## config.mk

```make
export PLATFORM = sky130hd
export DESIGN_NAME = memory_port_arbiter
export DESIGN_NICKNAME = d
export VERILOG_FILES = /design/src/rtl/memory_port_arbiter.sv
export SDC_FILE = /design/constraint.sdc
export NUM_CORES = 1
export LEC_CHECK = 0
export ABC_AREA = 1
export BUFFER_PORTS_ARGS = -buffer_cell sky130_fd_sc_hd__buf_2
export CAP_MARGIN = 10
export CORE_AREA = 2 2 205 207
export DETAILED_ROUTE_END_ITERATION = 16
export DIE_AREA = 0 0 207 209
export PLACE_DENSITY = 0.55
export REMOVE_ABC_BUFFERS = 1
export SLEW_MARGIN = 5
export SYNTH_ARGS = -nofsm -noshare
export SYNTH_HDL_FRONTEND = slang
export SYNTH_SLANG_ARGS = --single-unit
```

## constraint.sdc

```tcl
create_clock -name clock -period 3.8 [get_ports clock]
set_input_delay 0.19 -clock clock [delete_from_list [all_inputs] [get_ports clock]]
set_output_delay 0.19 -clock clock [all_outputs]
set_load 0.05 [all_outputs]
```

## src/rtl/memory_port_arbiter.sv

```systemverilog
// Round-robin arbiter sharing one fixed-latency unified memory between the
// instruction-fetch port and the load/store port.
module memory_port_arbiter #(
  parameter int ADDR_WIDTH  = 64,
  parameter int DATA_WIDTH  = 64,
  parameter int MEM_LATENCY = 2
) (
  input  logic                  clock,
  input  logic                  reset,
  input  logic                  if_req,
  input  logic [ADDR_WIDTH-1:0] if_address,
  output logic                  if_ready,
  output logic [DATA_WIDTH-1:0] if_rdata,
  input  logic                  dm_req,
  input  logic                  dm_we,
  input  logic [ADDR_WIDTH-1:0] dm_address,
  input  logic [DATA_WIDTH-1:0] dm_wdata,
  output logic                  dm_ready,
  output logic [DATA_WIDTH-1:0] dm_rdata,
  output logic                  mem_en,
  output logic                  mem_we,
  output logic [ADDR_WIDTH-1:0] mem_address,
  output logic [DATA_WIDTH-1:0] mem_wdata,
  input  logic [DATA_WIDTH-1:0] mem_rdata,
  output logic                  busy
);

  localparam logic [1:0] IDLE = 2'd0;
  localparam logic [1:0] BUSY = 2'd1;
  localparam logic [1:0] RESP = 2'd2;

  localparam logic FETCH = 1'b0;
  localparam logic DATA  = 1'b1;

  localparam logic [3:0] LAST_CNT = 4'(MEM_LATENCY - 1);

  logic [1:0] state;
  logic       owner;
  logic       last_grant;
  logic [3:0] cnt;
  logic       grant_valid;
  logic       grant_sel;

  // On a conflict the port that did not win last time gets the memory.
  always_comb begin
    grant_valid = if_req | dm_req;
    if (if_req && dm_req) begin
      grant_sel = ~last_grant;
    end else if (dm_req) begin
      grant_sel = DATA;
    end else begin
      grant_sel = FETCH;
    end
  end

  always_ff @(posedge clock) begin
    if (reset) begin
      state       <= IDLE;
      owner       <= FETCH;
      last_grant  <= FETCH;
      cnt         <= 4'd0;
      mem_en      <= 1'b0;
      mem_we      <= 1'b0;
      mem_address <= '0;
      mem_wdata   <= '0;
      if_ready    <= 1'b0;
      dm_ready    <= 1'b0;
      if_rdata    <= '0;
      dm_rdata    <= '0;
    end else begin
      mem_en   <= 1'b0;
      if_ready <= 1'b0;
      dm_ready <= 1'b0;
      case (state)
        IDLE: begin
          if (grant_valid) begin
            state      <= BUSY;
            owner      <= grant_sel;
            last_grant <= grant_sel;
            cnt        <= 4'd0;
            mem_en     <= 1'b1;
            if (grant_sel == DATA) begin
              mem_we      <= dm_we;
              mem_address <= dm_address;
              mem_wdata   <= dm_wdata;
            end else begin
              mem_we      <= 1'b0;
              mem_address <= if_address;
              mem_wdata   <= '0;
            end
          end
        end
        BUSY: begin
          cnt <= cnt + 4'd1;
          // Last BUSY cycle: memory data is valid now, so loads capture it here.
          if (cnt == LAST_CNT) begin
            state  <= RESP;
            mem_we <= 1'b0;
            if (owner == DATA) begin
              dm_ready <= 1'b1;
              if (!mem_we) begin
                dm_rdata <= mem_rdata;
              end
            end else begin
              if_ready <= 1'b1;
              if (!mem_we) begin
                if_rdata <= mem_rdata;
              end
            end
          end
        end
        RESP: begin
          state <= IDLE;
        end
        default: begin
          state <= IDLE;
        end
      endcase
    end
  end

  assign busy = (state != IDLE);

endmodule

```

---- Yosys cells after proc, flatten, opt, wreduce, memory -nomap -nowiden ----
Cells that the tools add are included.
cells by class
  reduce and logical (&&, ||, !) cells .... 12
  equal/unequal tests ..................... 4
  bitwise gates (word level) .............. 6
  add/sub/neg operators ................... 1
  mux-type cells .......................... 16
operators with widths
  kind                                           number
  two-way mux 64 bit                             2
  two-way mux 1 bit                              8
  one-hot mux 4 bit (2 select lines)             1
  AND reduction 4 bit                            2
  AND reduction 2 bit                            3
  inverter 1 bit                                 5
  adder 4 x 1 -> 4 bit, second input constant    1
  == test 4 x 1 -> 1 bit, second input constant  1
  two-way mux 2 bit                              2
  two-way mux 4 bit                              1
  != test 2 bit, second input constant           2
  one-hot mux 2 bit (2 select lines)             1
  nonzero test 2 bit                             2
  AND reduction 3 bit                            1
  OR reduction 3 bit                             1
  == test 2 x 1 -> 1 bit, second input constant  1
  zero test 2 bit                                1
  one-hot mux 1 bit (2 select lines)             1
  OR reduction 2 bit                             1
  logical AND 1 bit                              1
  OR 1 bit                                       1
storage, ports and cells
  register bits after elaboration ......... 267

---- Logic depth before layout (Yosys ltp) ----
  depth after elaboration ................. 5
  gate-level depth with buffers ........... 9

---- Worst setup path before layout ----
No wires, ideal clock.
  path kind ............................... register to register
  start point ............................. reg state[1]
  end point ............................... reg mem_address[58]
  data arrival time ....................... 1493 ps
  required time ........................... 3682 ps
  library setup time ...................... 118 ps
  period minus slack after synthesis ...... 1610 ps
  path slack .............................. 2190 ps
  cell stages (with the launch flop) ...... 9
  cell sequence ........................... dfxtp_1 inv_1 nand2_1 nor2_2 buf_4 buf_2 nand2_1 a21oi_1 nor2_1
between the ends
  longest elaborated chain between the ends .. 2
ends and longest elaborated chain
  item                           line  text
  start: declaration             37    logic [1:0] state;
  start signal: assignment       58    state <= IDLE;
  start signal: assignment       77    state <= BUSY;
  start signal: assignment       97    state <= RESP;
  zero test 2 bit                74    case (state)
  AND reduction 2 bit (no line)  -
  end signal: assignment         84    mem_address <= dm_address;
  end signal: assignment         88    mem_address <= if_address;
  end: declaration               22    output logic [ADDR_WIDTH-1:0] mem_address,
Every way passes these cells.
A chain may end at the register's enable or synchronous reset.

---- Worst setup path after layout ----
  start point ............................. reg state[1]
  end point ............................... reg mem_address[21]
The elaborated chain is that of the path after synthesis.

==> run metrics <==
Final Critical Period 2.67 ns; synthesized flop and latch total 267; H-tree depth 1; row count 75; die area 43300 um^2; maximum VDD drop 0.299 mV; maxcap violations 0; Final Hold Viols 0; initial antenna violation count 1; post-synthesis simple-gate area fraction 31.0%; Worst Hold Class in2reg; drt drc 0; final wirelength 37500 um; Vias/cell 4.30; 1st-iter DRT viols 616; worst-skew pair later-pin latency 0.57 ns; synthesized instance count 1513; Post-Synth XOR/XNOR Area 0%; vias in the first global route 11.8k; CTS tree built; DRT Pass-1 Iters 5; Leak Pwr 8.52 nW; TritonCTS Buffers 31; kind of critical path reg2reg; syn_area_per_cell 6.99 um^2; share of cells above drive strength 1 26.4%; critical path data arrival time 3.11 ns; post-CTS resize count 0; pwr/cell area 471 nW/um^2; # setup viols final 0; Total Power 0.00803 W; HP Start if_req; switching share of power 31.9%; first-pass GRT wire length 59300 um; critical path endpoint category flop; Bufs on Longest Clock Path 3; Final period util 70.2%; Compound-Gate Fraction of Synth Area 9.71%; distinct cell type count after synthesis 22; Mapped Area 10600 um^2; RSZ-0062 raised after global routing no; dominant cell type by area after synthesis dfxtp_1; sw power 0.00256 W; via count 12.1k; skew final 0.0119 ns; Ports 522; fmax 375 MHz; WP data required 4.25 ns; final core utilization 41.3%; Synth Area in Adders 0.237%; Die Span X 207 um; slew margin rel. 29.8%; routability congestion estimate 0.847; most area-consuming cells after synthesis dfxtp_1, nand2_1, nor2_1, a21oi_1, o21ai_0; Critical Path Fanout Max 37; ANT cells 0; HPWL Detailed 25300 um; largest family of logic cells by synthesized area simple AND/OR/NAND/NOR gates; worst hold stages 6; Slew Viols, Final 0; combinational share of power 24.2%; sequential-to-total area share from yosys stat 50.5%; Cell Int Power 0.00547 W; Worst Setup Start Kind flop; outcome complete, no violations; largest net degree at the start of global routing 99; CTS clk-pin slew, worst paths 0.06 ns; Die Y-Extent 209 um; post-synth top area share 50.5%; CTS root buf clkbuf_16; post-CTS setup buffer count 0; Final ANT Viol Nets 0; post-synthesis mux area share 0%; crit path from state[1]; FF-to-FF path depth 8; Reg power frac 38.4%; Clock Sinks 267; Avg WL per Cell 13.4 um; Core Region 41300 um^2; Clk pwr share 37.4%; YS warnings 0; Synth-to-Final Area Change 61.4%; Layout Nets 2503; Remaining Overflow, GRT 0; Starting Density 25.6%; Least-Margin Pin Slew 1.05 ns; reg2reg start state[1]; Port Buffers 521; gr usage total 16.4%
## placed cells by master (no fill, tap or decap)
| cell | netlist | layout |
|---|---|---|
| nand2_1 | 527 | 526 |
| buf_2 | 22 | 521 |
| nor2_1 | 329 | 328 |
| dfxtp_1 | 267 | 267 |
| dlygate4sd3_1 | 0 | 257 |
| a21oi_1 | 135 | 135 |
| inv_1 | 74 | 73 |
| o21ai_0 | 67 | 67 |
| clkbuf_16 | 0 | 31 |
| clkbuf_8 | 0 | 10 |
| buf_4 | 22 | 10 |
| clkbuf_1 | 20 | 7 |
| nor2_4 | 1 | 5 |
| clkinv_2 | 0 | 5 |
| buf_12 | 0 | 5 |
| inv_2 | 1 | 2 |
| nand3_1 | 2 | 2 |
| ha_1 | 2 | 2 |
| bufinv_16 | 0 | 2 |
| nand3_2 | 1 | 1 |
| inv_4 | 0 | 1 |
| a21oi_4 | 0 | 1 |
| nand2_2 | 0 | 1 |
| or2_2 | 1 | 1 |
| nand4_1 | 1 | 1 |
| o21a_1 | 1 | 1 |
| inv_6 | 0 | 1 |
| clkinv_4 | 0 | 1 |
## worst max-delay path, cell delays in order (launching register included)
cell	delay [ns]
dfxtp_1	0.35
inv_1	0.08
nand2_1	0.15
nor2_4	0.61
buf_4	0.46
nand2_1	0.09
a21oi_1	0.15
dlygate4sd3_1	0.60
nor2_1	0.05
## cell families after synthesis
kind of cell,after synthesis
AND/OR/NAND/NOR,865
flip-flops,267
buffers and inverters,175
AO/OA/AOI/OAI,204
adder cells (fa/ha/maj),2
## synth_stat cells
library cell / count
a21oi_1: 135
a21oi_2: 1
buf_1: 17
buf_2: 22
buf_4: 22
buf_6: 18
clkbuf_1: 20
clkinv_1: 1
dfxtp_1: 267
ha_1: 2
inv_1: 74
inv_2: 1
nand2_1: 527
nand3_1: 2
nand3_2: 1
nand4_1: 1
nor2_1: 329
nor2_2: 3
nor2_4: 1
o21a_1: 1
o21ai_0: 67
or2_2: 1
## path summary, 6_finish.rpt
| path | endpoint | slack (ns) |
|---|---|---|
| max | mem_address[21] | 1.13 |
| min | mem_wdata[1] | 0.22 |
| max reg2reg | mem_address[21] | 1.13 |
| min reg2reg | mem_wdata[29] | 0.46 |
## routing by layer
| metal | part of all wire [%] | up-vias | track usage (%) |
|---|---|---|---|
| met5 | 0.035 | - | 0 |
| met2 | 48 | 462 | 28.8 |
| met1 | 42 | 5441 | 19.8 |
| met3 | 7.1 | 71 | 3.74 |
| li1 | - | 6088 | - |
| met4 | 2.7 | 2 | 5.71 |
## area by class of cell
| type | instances | area, um^2 |
|---|---|---|
| Multi-Input combinational cell | 1071 | 4360 |
| Inverter | 76 | 288 |
| Fill cell | 4190 | 24200 |
| Clock buffer | 48 | 940 |
| Clock inverter | 9 | 103 |
| Sequential cell | 267 | 5350 |
| Tap cell | 539 | 674 |
| Timing Repair Buffer | 793 | 5360 |
## metrics by stage
step	worst slack [ns]	instances	TNS, ns	hold slack, ns	instance area, um^2
finish	1.13	2803	0	0.218	17100
CTS	1.13	2803	0	0.183	17100
global placement	1.66	2489	0	0.413	13500
detailed placement	1.61	2489	0	0.419	13500
global route	0.883	2803	0	0.221	17100
floorplan	-1.64	1414	-106.31	0.259	9960
## state kept, by name, indices dropped and copies added (netlist names)
name and flops:
if_ready 1, cnt 4, last_grant 1, mem_we 1, if_rdata 64, mem_en 1
mem_wdata 64, mem_address 64, state 2, dm_rdata 64, dm_ready 1
## power groups by stage
| stage | registers (W) | clock network, W | logic, W |
|---|---|---|---|
| floorplan | 0.00377 | 0 | 0.000524 |
| detailed placement | 0.00314 | 0 | 0.00166 |
| CTS | 0.00308 | 0.00310 | 0.00193 |
| global placement | 0.00313 | 0 | 0.00165 |
| finish | 0.00309 | 0.00301 | 0.00194 |
| global route | 0.00311 | 0.00322 | 0.00209 |
## timing repair
| item | 4_1_cts | 5_1_grt |
|---|---|---|
| setup endpoints to repair | 0 | 0 |
| endpoints found under the hold margin | 255 | 0 |
| hold buffers | 257 | 0 |
No activity file was read; power rests on OpenSTA's default activity.
